`src/rtl/draw_rect.sv`:
```
// draw_rect: overlays a solid rectangle with an optional border on the pixel stream, at a position latched once per frame.
// Latency: exactly 2 pclk cycles from every *_in to the matching *_out; one pixel accepted and produced every cycle.
// Backpressure: none; the stream is free-running, and the timing strobes travel through the same 2 stages as the colour.
//
// Ports:
//   pclk, reset                           pixel clock; asynchronous active-high reset
//   hcount_in, vcount_in, *sync/*blnk_in  timing from the VGA timing generator
//   rgb_in                                background colour, aligned with hcount_in
//   xpos, ypos                            requested top-left corner, sampled only at the vblnk_in rising edge
//   hcount_out .. vblnk_out, rgb_out      timing delayed by 2 cycles, plus the composited colour
module draw_rect #(
  parameter int          RECT_W       = 48,
  parameter int          RECT_H       = 64,
  parameter int          BORDER       = 2,
  parameter logic [11:0] FILL_COLOR   = 12'hF00,
  parameter logic [11:0] BORDER_COLOR = 12'hFFF,
  parameter int          H_ACTIVE     = 800,
  parameter int          V_ACTIVE     = 600
) (
  input  logic        pclk,
  input  logic        reset,
  input  logic [11:0] hcount_in,
  input  logic [11:0] vcount_in,
  input  logic        hsync_in,
  input  logic        hblnk_in,
  input  logic        vsync_in,
  input  logic        vblnk_in,
  input  logic [11:0] rgb_in,
  input  logic [11:0] xpos,
  input  logic [11:0] ypos,
  output logic [11:0] hcount_out,
  output logic [11:0] vcount_out,
  output logic        hsync_out,
  output logic        hblnk_out,
  output logic        vsync_out,
  output logic        vblnk_out,
  output logic [11:0] rgb_out
);

  typedef struct packed {
    logic [11:0] hcount;
    logic [11:0] vcount;
    logic        hsync;
    logic        hblnk;
    logic        vsync;
    logic        vblnk;
  } timing_t;

  // Largest corner that still keeps the whole rectangle on screen.
  localparam logic [11:0] X_MAX = 12'(H_ACTIVE - RECT_W);
  localparam logic [11:0] Y_MAX = 12'(V_ACTIVE - RECT_H);
  localparam logic [12:0] W13   = 13'(RECT_W);
  localparam logic [12:0] H13   = 13'(RECT_H);
  localparam logic [12:0] B13   = 13'(BORDER);

  // ---------------------------------------------------------------------------
  // Position latch: geometry only moves at the start of vertical blank.
  // ---------------------------------------------------------------------------
  logic        vblnk_d;
  logic [11:0] x_l;
  logic [11:0] y_l;
  logic        frame_start;

  assign frame_start = vblnk_in & ~vblnk_d;

  always_ff @(posedge pclk or posedge reset) begin
    if (reset) begin
      vblnk_d <= 1'b0;
      x_l     <= 12'd0;
      y_l     <= 12'd0;
    end else begin
      vblnk_d <= vblnk_in;
      if (frame_start) begin
        x_l <= (xpos > X_MAX) ? X_MAX : xpos;
        y_l <= (ypos > Y_MAX) ? Y_MAX : ypos;
      end
    end
  end

  // ---------------------------------------------------------------------------
  // Geometry compare, evaluated at 13 bits so nothing can wrap.
  // ---------------------------------------------------------------------------
  logic [12:0] h13, v13;
  logic [12:0] x0, x1, y0, y1;
  logic [12:0] hb13, vb13;
  logic        inside_c;
  logic        border_c;

  assign h13  = {1'b0, hcount_in};
  assign v13  = {1'b0, vcount_in};
  assign x0   = {1'b0, x_l};
  assign y0   = {1'b0, y_l};
  assign x1   = x0 + W13;
  assign y1   = y0 + H13;
  // "count >= start+SIZE-BORDER" is tested as "count+BORDER >= start+SIZE"
  // so an oversized border cannot underflow the right-hand side.
  assign hb13 = h13 + B13;
  assign vb13 = v13 + B13;

  assign inside_c = (h13 >= x0) && (h13 < x1) && (v13 >= y0) && (v13 < y1);
  assign border_c = inside_c &&
                    ((h13 < x0 + B13) || (hb13 >= x1) ||
                     (v13 < y0 + B13) || (vb13 >= y1));

  // ---------------------------------------------------------------------------
  // Stage 1: register timing, background and the compare results.
  // ---------------------------------------------------------------------------
  timing_t     t_in;
  timing_t     s1_t;
  logic [11:0] s1_rgb;
  logic        s1_inside;
  logic        s1_border;

  assign t_in = {hcount_in, vcount_in, hsync_in, hblnk_in, vsync_in, vblnk_in};

  always_ff @(posedge pclk or posedge reset) begin
    if (reset) begin
      s1_t      <= '0;
      s1_rgb    <= 12'h000;
      s1_inside <= 1'b0;
      s1_border <= 1'b0;
    end else begin
      s1_t      <= t_in;
      s1_rgb    <= rgb_in;
      s1_inside <= inside_c;
      s1_border <= border_c;
    end
  end

  // ---------------------------------------------------------------------------
  // Stage 2: colour select (blank > border > fill > background).
  // ---------------------------------------------------------------------------
  logic [11:0] rgb_nxt;
  timing_t     s2_t;
  logic [11:0] s2_rgb;

  always_comb begin
    rgb_nxt = s1_rgb;
    if (s1_t.hblnk || s1_t.vblnk) begin
      rgb_nxt = 12'h000;
    end else if (s1_border) begin
      rgb_nxt = BORDER_COLOR;
    end else if (s1_inside) begin
      rgb_nxt = FILL_COLOR;
    end
  end

  always_ff @(posedge pclk or posedge reset) begin
    if (reset) begin
      s2_t   <= '0;
      s2_rgb <= 12'h000;
    end else begin
      s2_t   <= s1_t;
      s2_rgb <= rgb_nxt;
    end
  end

  assign hcount_out = s2_t.hcount;
  assign vcount_out = s2_t.vcount;
  assign hsync_out  = s2_t.hsync;
  assign hblnk_out  = s2_t.hblnk;
  assign vsync_out  = s2_t.vsync;
  assign vblnk_out  = s2_t.vblnk;
  assign rgb_out    = s2_rgb;

endmodule

```
`config.mk`:
```
export PLATFORM = sky130hd
export DESIGN_NAME = draw_rect
export DESIGN_NICKNAME = d
export VERILOG_FILES = /design/src/rtl/draw_rect.sv
export SDC_FILE = /design/constraint.sdc
export NUM_CORES = 1
export LEC_CHECK = 0
export CAP_MARGIN = 20
export CELL_PAD_IN_SITES_DETAIL_PLACEMENT = 1
export CELL_PAD_IN_SITES_GLOBAL_PLACEMENT = 2
export CORE_ASPECT_RATIO = 0.5
export CORE_MARGIN = 5
export CORE_UTILIZATION = 37
export DETAILED_ROUTE_END_ITERATION = 7
export PLACE_DENSITY = 0.85
export REMOVE_ABC_BUFFERS = 1
export SYNTH_ARGS = -nofsm -noshare
export SYNTH_HDL_FRONTEND = slang
export SYNTH_SLANG_ARGS = --single-unit
```
`constraint.sdc`:
```
create_clock -name pclk -period 7.26 [get_ports pclk]
set_input_delay 1.089 -clock pclk [delete_from_list [all_inputs] [get_ports pclk]]
set_output_delay 1.089 -clock pclk [all_outputs]
set_load 0.05 [all_outputs]
```
==> impl_results.md <==
* FP Rows at 32
* First-pass GRT wire length at 25.76 mm
* Die Width at 188.2 µm
* Clock Path Buffers at 2
* Mapped Cells at 549
* Warnings, synthesis at 0
* DRT antenna net count at 0
* # setup viols final at 0
* Pwr/cell area at 190.3 nW/µm²
* Num CTS Buffers at 9
* Skew-Pair Late Insertion Delay at 0.36 ns
* Number of post-CTS setup repair buffers at 0
* Post-synth EDFFs at 0
* GR Overflow Total at 0
* Slew of the pin with the lowest slew margin at 0.8793 ns
* DRT Pass-1 Iters at 4
* Die ar. at 18650 µm²
* Post-synth top flop: dfrtp_1
* Routability cong. at 0.7851
* Final worst-path cycle share at 51.26%
* Final WL at 15.54 mm
* Status: complete, no violations
* Max_slew headroom at 41.38%
* Die span in y at 99.09 µm
* Hold buffers post-CTS at 0
* Worst Path Required at 7.51 ns
* Max Clock Freq at 268.7 MHz
* CP Data Arrival Time at 3.97 ns
* Final net count at 815
* Residual DRC at 0
* Antenna violations before repair at 0
* Core box area at 15490 µm²
* Post-DP HPWL at 12.61 mm
* Static Leakage at 3.193 nW
* Layout area overhead at 26.67%
* RSZ-0062 raised after global routing: false
* Crit path kind: in -> reg
* VDD IR-drop max at 0.1069 mV
* Overall Power at 0.001416 W
* FFs w/ async S/R, synth at 100.0%
* Yosys reg bits at 106
* CTS sink count at 106
* Setup TNS at 0 ns
* Final worst setup slack at 3.539 ns
* Post-synthesis cell type count at 57
* Crit Path Max Fanout at 6
* Cell Area, Placed at 7159 µm²
* Crit path capture type: flip-flop
* Fin crit period at 3.721 ns
* Initial Util at 37.90%
* Fin. Hold Viols at 0
* Worst-path clk slew at 0.07 ns
* Share of layout cells above drive strength 1 at 5.414%
* Maxcap violations at 0
* Fin. max-slew vios at 0
* Filler cell count at 1696
* Vias in the first global route at 4775
* Post-synth design cell area at 5873 µm²
* IO Pins at 106
* Vias per inst at 5.129
* Root Buffer: clkbuf_16
* Total track usage at 17.26%
* IO buf count at 105
* Routed length per placed instance at 17.88 µm
* Via count at 4457
* Syn avg cell area at 10.70 µm²
* Pin count of the biggest net entering global routing at 73
* DR iter-0 viols at 143
* Antenna cell count at 0
* Design area at 7440 µm²
* Resized cells post-CTS at 0
* Worst slack, placed at 3.233 ns
* Type of origin of the critical path: input port
* Depth of the CTS H-tree at 3
* Clock skew at 0.01023 ns
* CTS tree: yes
* Post-synthesis sequential area ratio at 45.16%
* Hold/Removal Path Class: reg -> reg
==> per-layer routing <==
| layer | routed length, µm | GRT usage [%] | vias to the layer above |
|---|---|---|---|
| li1 | - | - | 2182 |
| met1 | 7386 | 23.12 | 2205 |
| met2 | 7562 | 29.57 | 57 |
| met3 | 454 | 3.156 | 13 |
| met4 | 134 | 3.720 | 0 |
| met5 | 0 | 0 | - |
==> power breakdown <==
part / internal, W / total (W) / switching (W)
clock network: 0.000240 / 0.000475 / 0.000235
logic: 0.000128 / 0.000303 / 0.000175
registers: 0.000619 / 0.000638 / 0.0000190
total: 0.000988 / 0.00142 / 0.000428
==> logic make-up after synthesis <==
logic type | Yosys count | share of synthesized area, %
compound gates | 107 | 12.08
xor+xnor | 46 | 6.988
fa+ha+maj | 90 | 19.15
buf+inv | 44 | 3.132
flops | 106 | 45.16
simple gates | 156 | 13.49
==> critical path, stage by stage <==
cell             delay [ns]
clkdlybuf4s50_1        0.62
ha_1                   0.25
nand3_1                0.13
nor2_1                 0.28
nand2_1                0.11
xnor2_1                0.15
ha_1                   0.32
o21ai_0                0.09
nor2_1                 0.06
nor4_1                 0.19
o31ai_1                0.14
o2111ai_1              0.14
o21ai_0                0.14
o31a_1                 0.25
==> cell usage after synthesis, types with 2 or more instances <==
library cell  number  area (µm²)
o21ai_0           21       105.1
and3_1             3       18.77
inv_2              4       15.01
o21a_1             4       30.03
a21o_1             5       37.54
o211ai_1           4       30.03
a21oi_1           29       145.1
o22ai_1            4       25.02
nand2b_1           3       18.77
nand2_1           27       101.4
nor3_1            11       55.05
a211o_1            2       17.52
a211oi_1           5       37.54
a41oi_1            2       17.52
o21ai_1            9       45.04
a22oi_1            3       22.52
nor4_1             7       43.79
inv_1             31       116.4
xor2_1             5       43.79
buf_6              2       22.52
nor2_1            47       176.4
a22o_1             2       17.52
and2_1             2       12.51
nand3_1           22       110.1
a211oi_2           2       25.02
and4_1             2       17.52
nand4_1           16       100.1
or2_2              2       12.51
nor2b_1            5       31.28
ha_1              89        1114
xnor2_1           40       350.3
o2111ai_1          3       26.28
a2111oi_0          3       26.28
clkbuf_1           5       18.77
dfrtp_1          106        2653
==> cell usage in the layout, fill, tap and decap left out, drive strengths merged, types with 4 or more instances in the layout <==
master / count
clkdlybuf4s50: 105
nand2: 28
xnor2: 41
nor2b: 5
o21a: 4
a2111oi: 4
o21ai: 30
dfrtp: 106
a211oi: 7
nor3: 13
o22ai: 4
a21oi: 29
inv: 39
ha: 89
xor2: 5
nor2: 47
clkbuf: 11
nor4: 8
nand3: 22
o211ai: 5
a21o: 5
nand4: 16
==> area by class of cell <==
class	instances	area, µm²	area share, %
Clock inverter	5	47.55	0.6391
Multi-Input combinational cell	399	3037	40.82
Tap cell	204	255.2	3.431
Inverter	37	145.1	1.951
Timing Repair Buffer	107	1070	14.38
Clock buffer	11	232.7	3.128
Sequential cell	106	2653	35.65
==> per-stage QoR <==
stage / util (%) / std cells / hold WS [ns]
after detailed placement: 46.20 / 853 / 0.3372
after CTS: 48.01 / 869 / 0.3553
after global placement: 46.13 / 852 / 0.3312
after global routing: 48.01 / 869 / 0.3559
final: 48.01 / 869 / 0.3524
after floorplan: - / 542 / 0.3312
==> flip-flops by register name, indices dropped and copies added (netlist names) <==
| register | flops |
|---|---|
| hblnk_out | 1 |
| hcount_out | 12 |
| hsync_out | 1 |
| rgb_out | 12 |
| s1_border | 1 |
| s1_inside | 1 |
| s1_rgb | 12 |
| s1_t | 28 |
| vblnk_out | 1 |
| vcount_out | 12 |
| vsync_out | 1 |
| x_l | 12 |
| y_l | 12 |
==> final timing paths <==
check	startpoint	slack, ns	to	cells past startpoint
worst max-delay path	hcount_in[2]	3.54	s1_border	14
max in group asynchronous	reset	4.91	s1_t[11]	3
worst max register to register	x_l[4]	4.20	s1_border	11
worst min register to register	s1_t[18]	0.35	hcount_out[2]	0
worst min-delay path	s1_t[18]	0.35	hcount_out[2]	0
min in group asynchronous	reset	1.11	hcount_out[5]	2
Power figures use the tool's default switching activity.
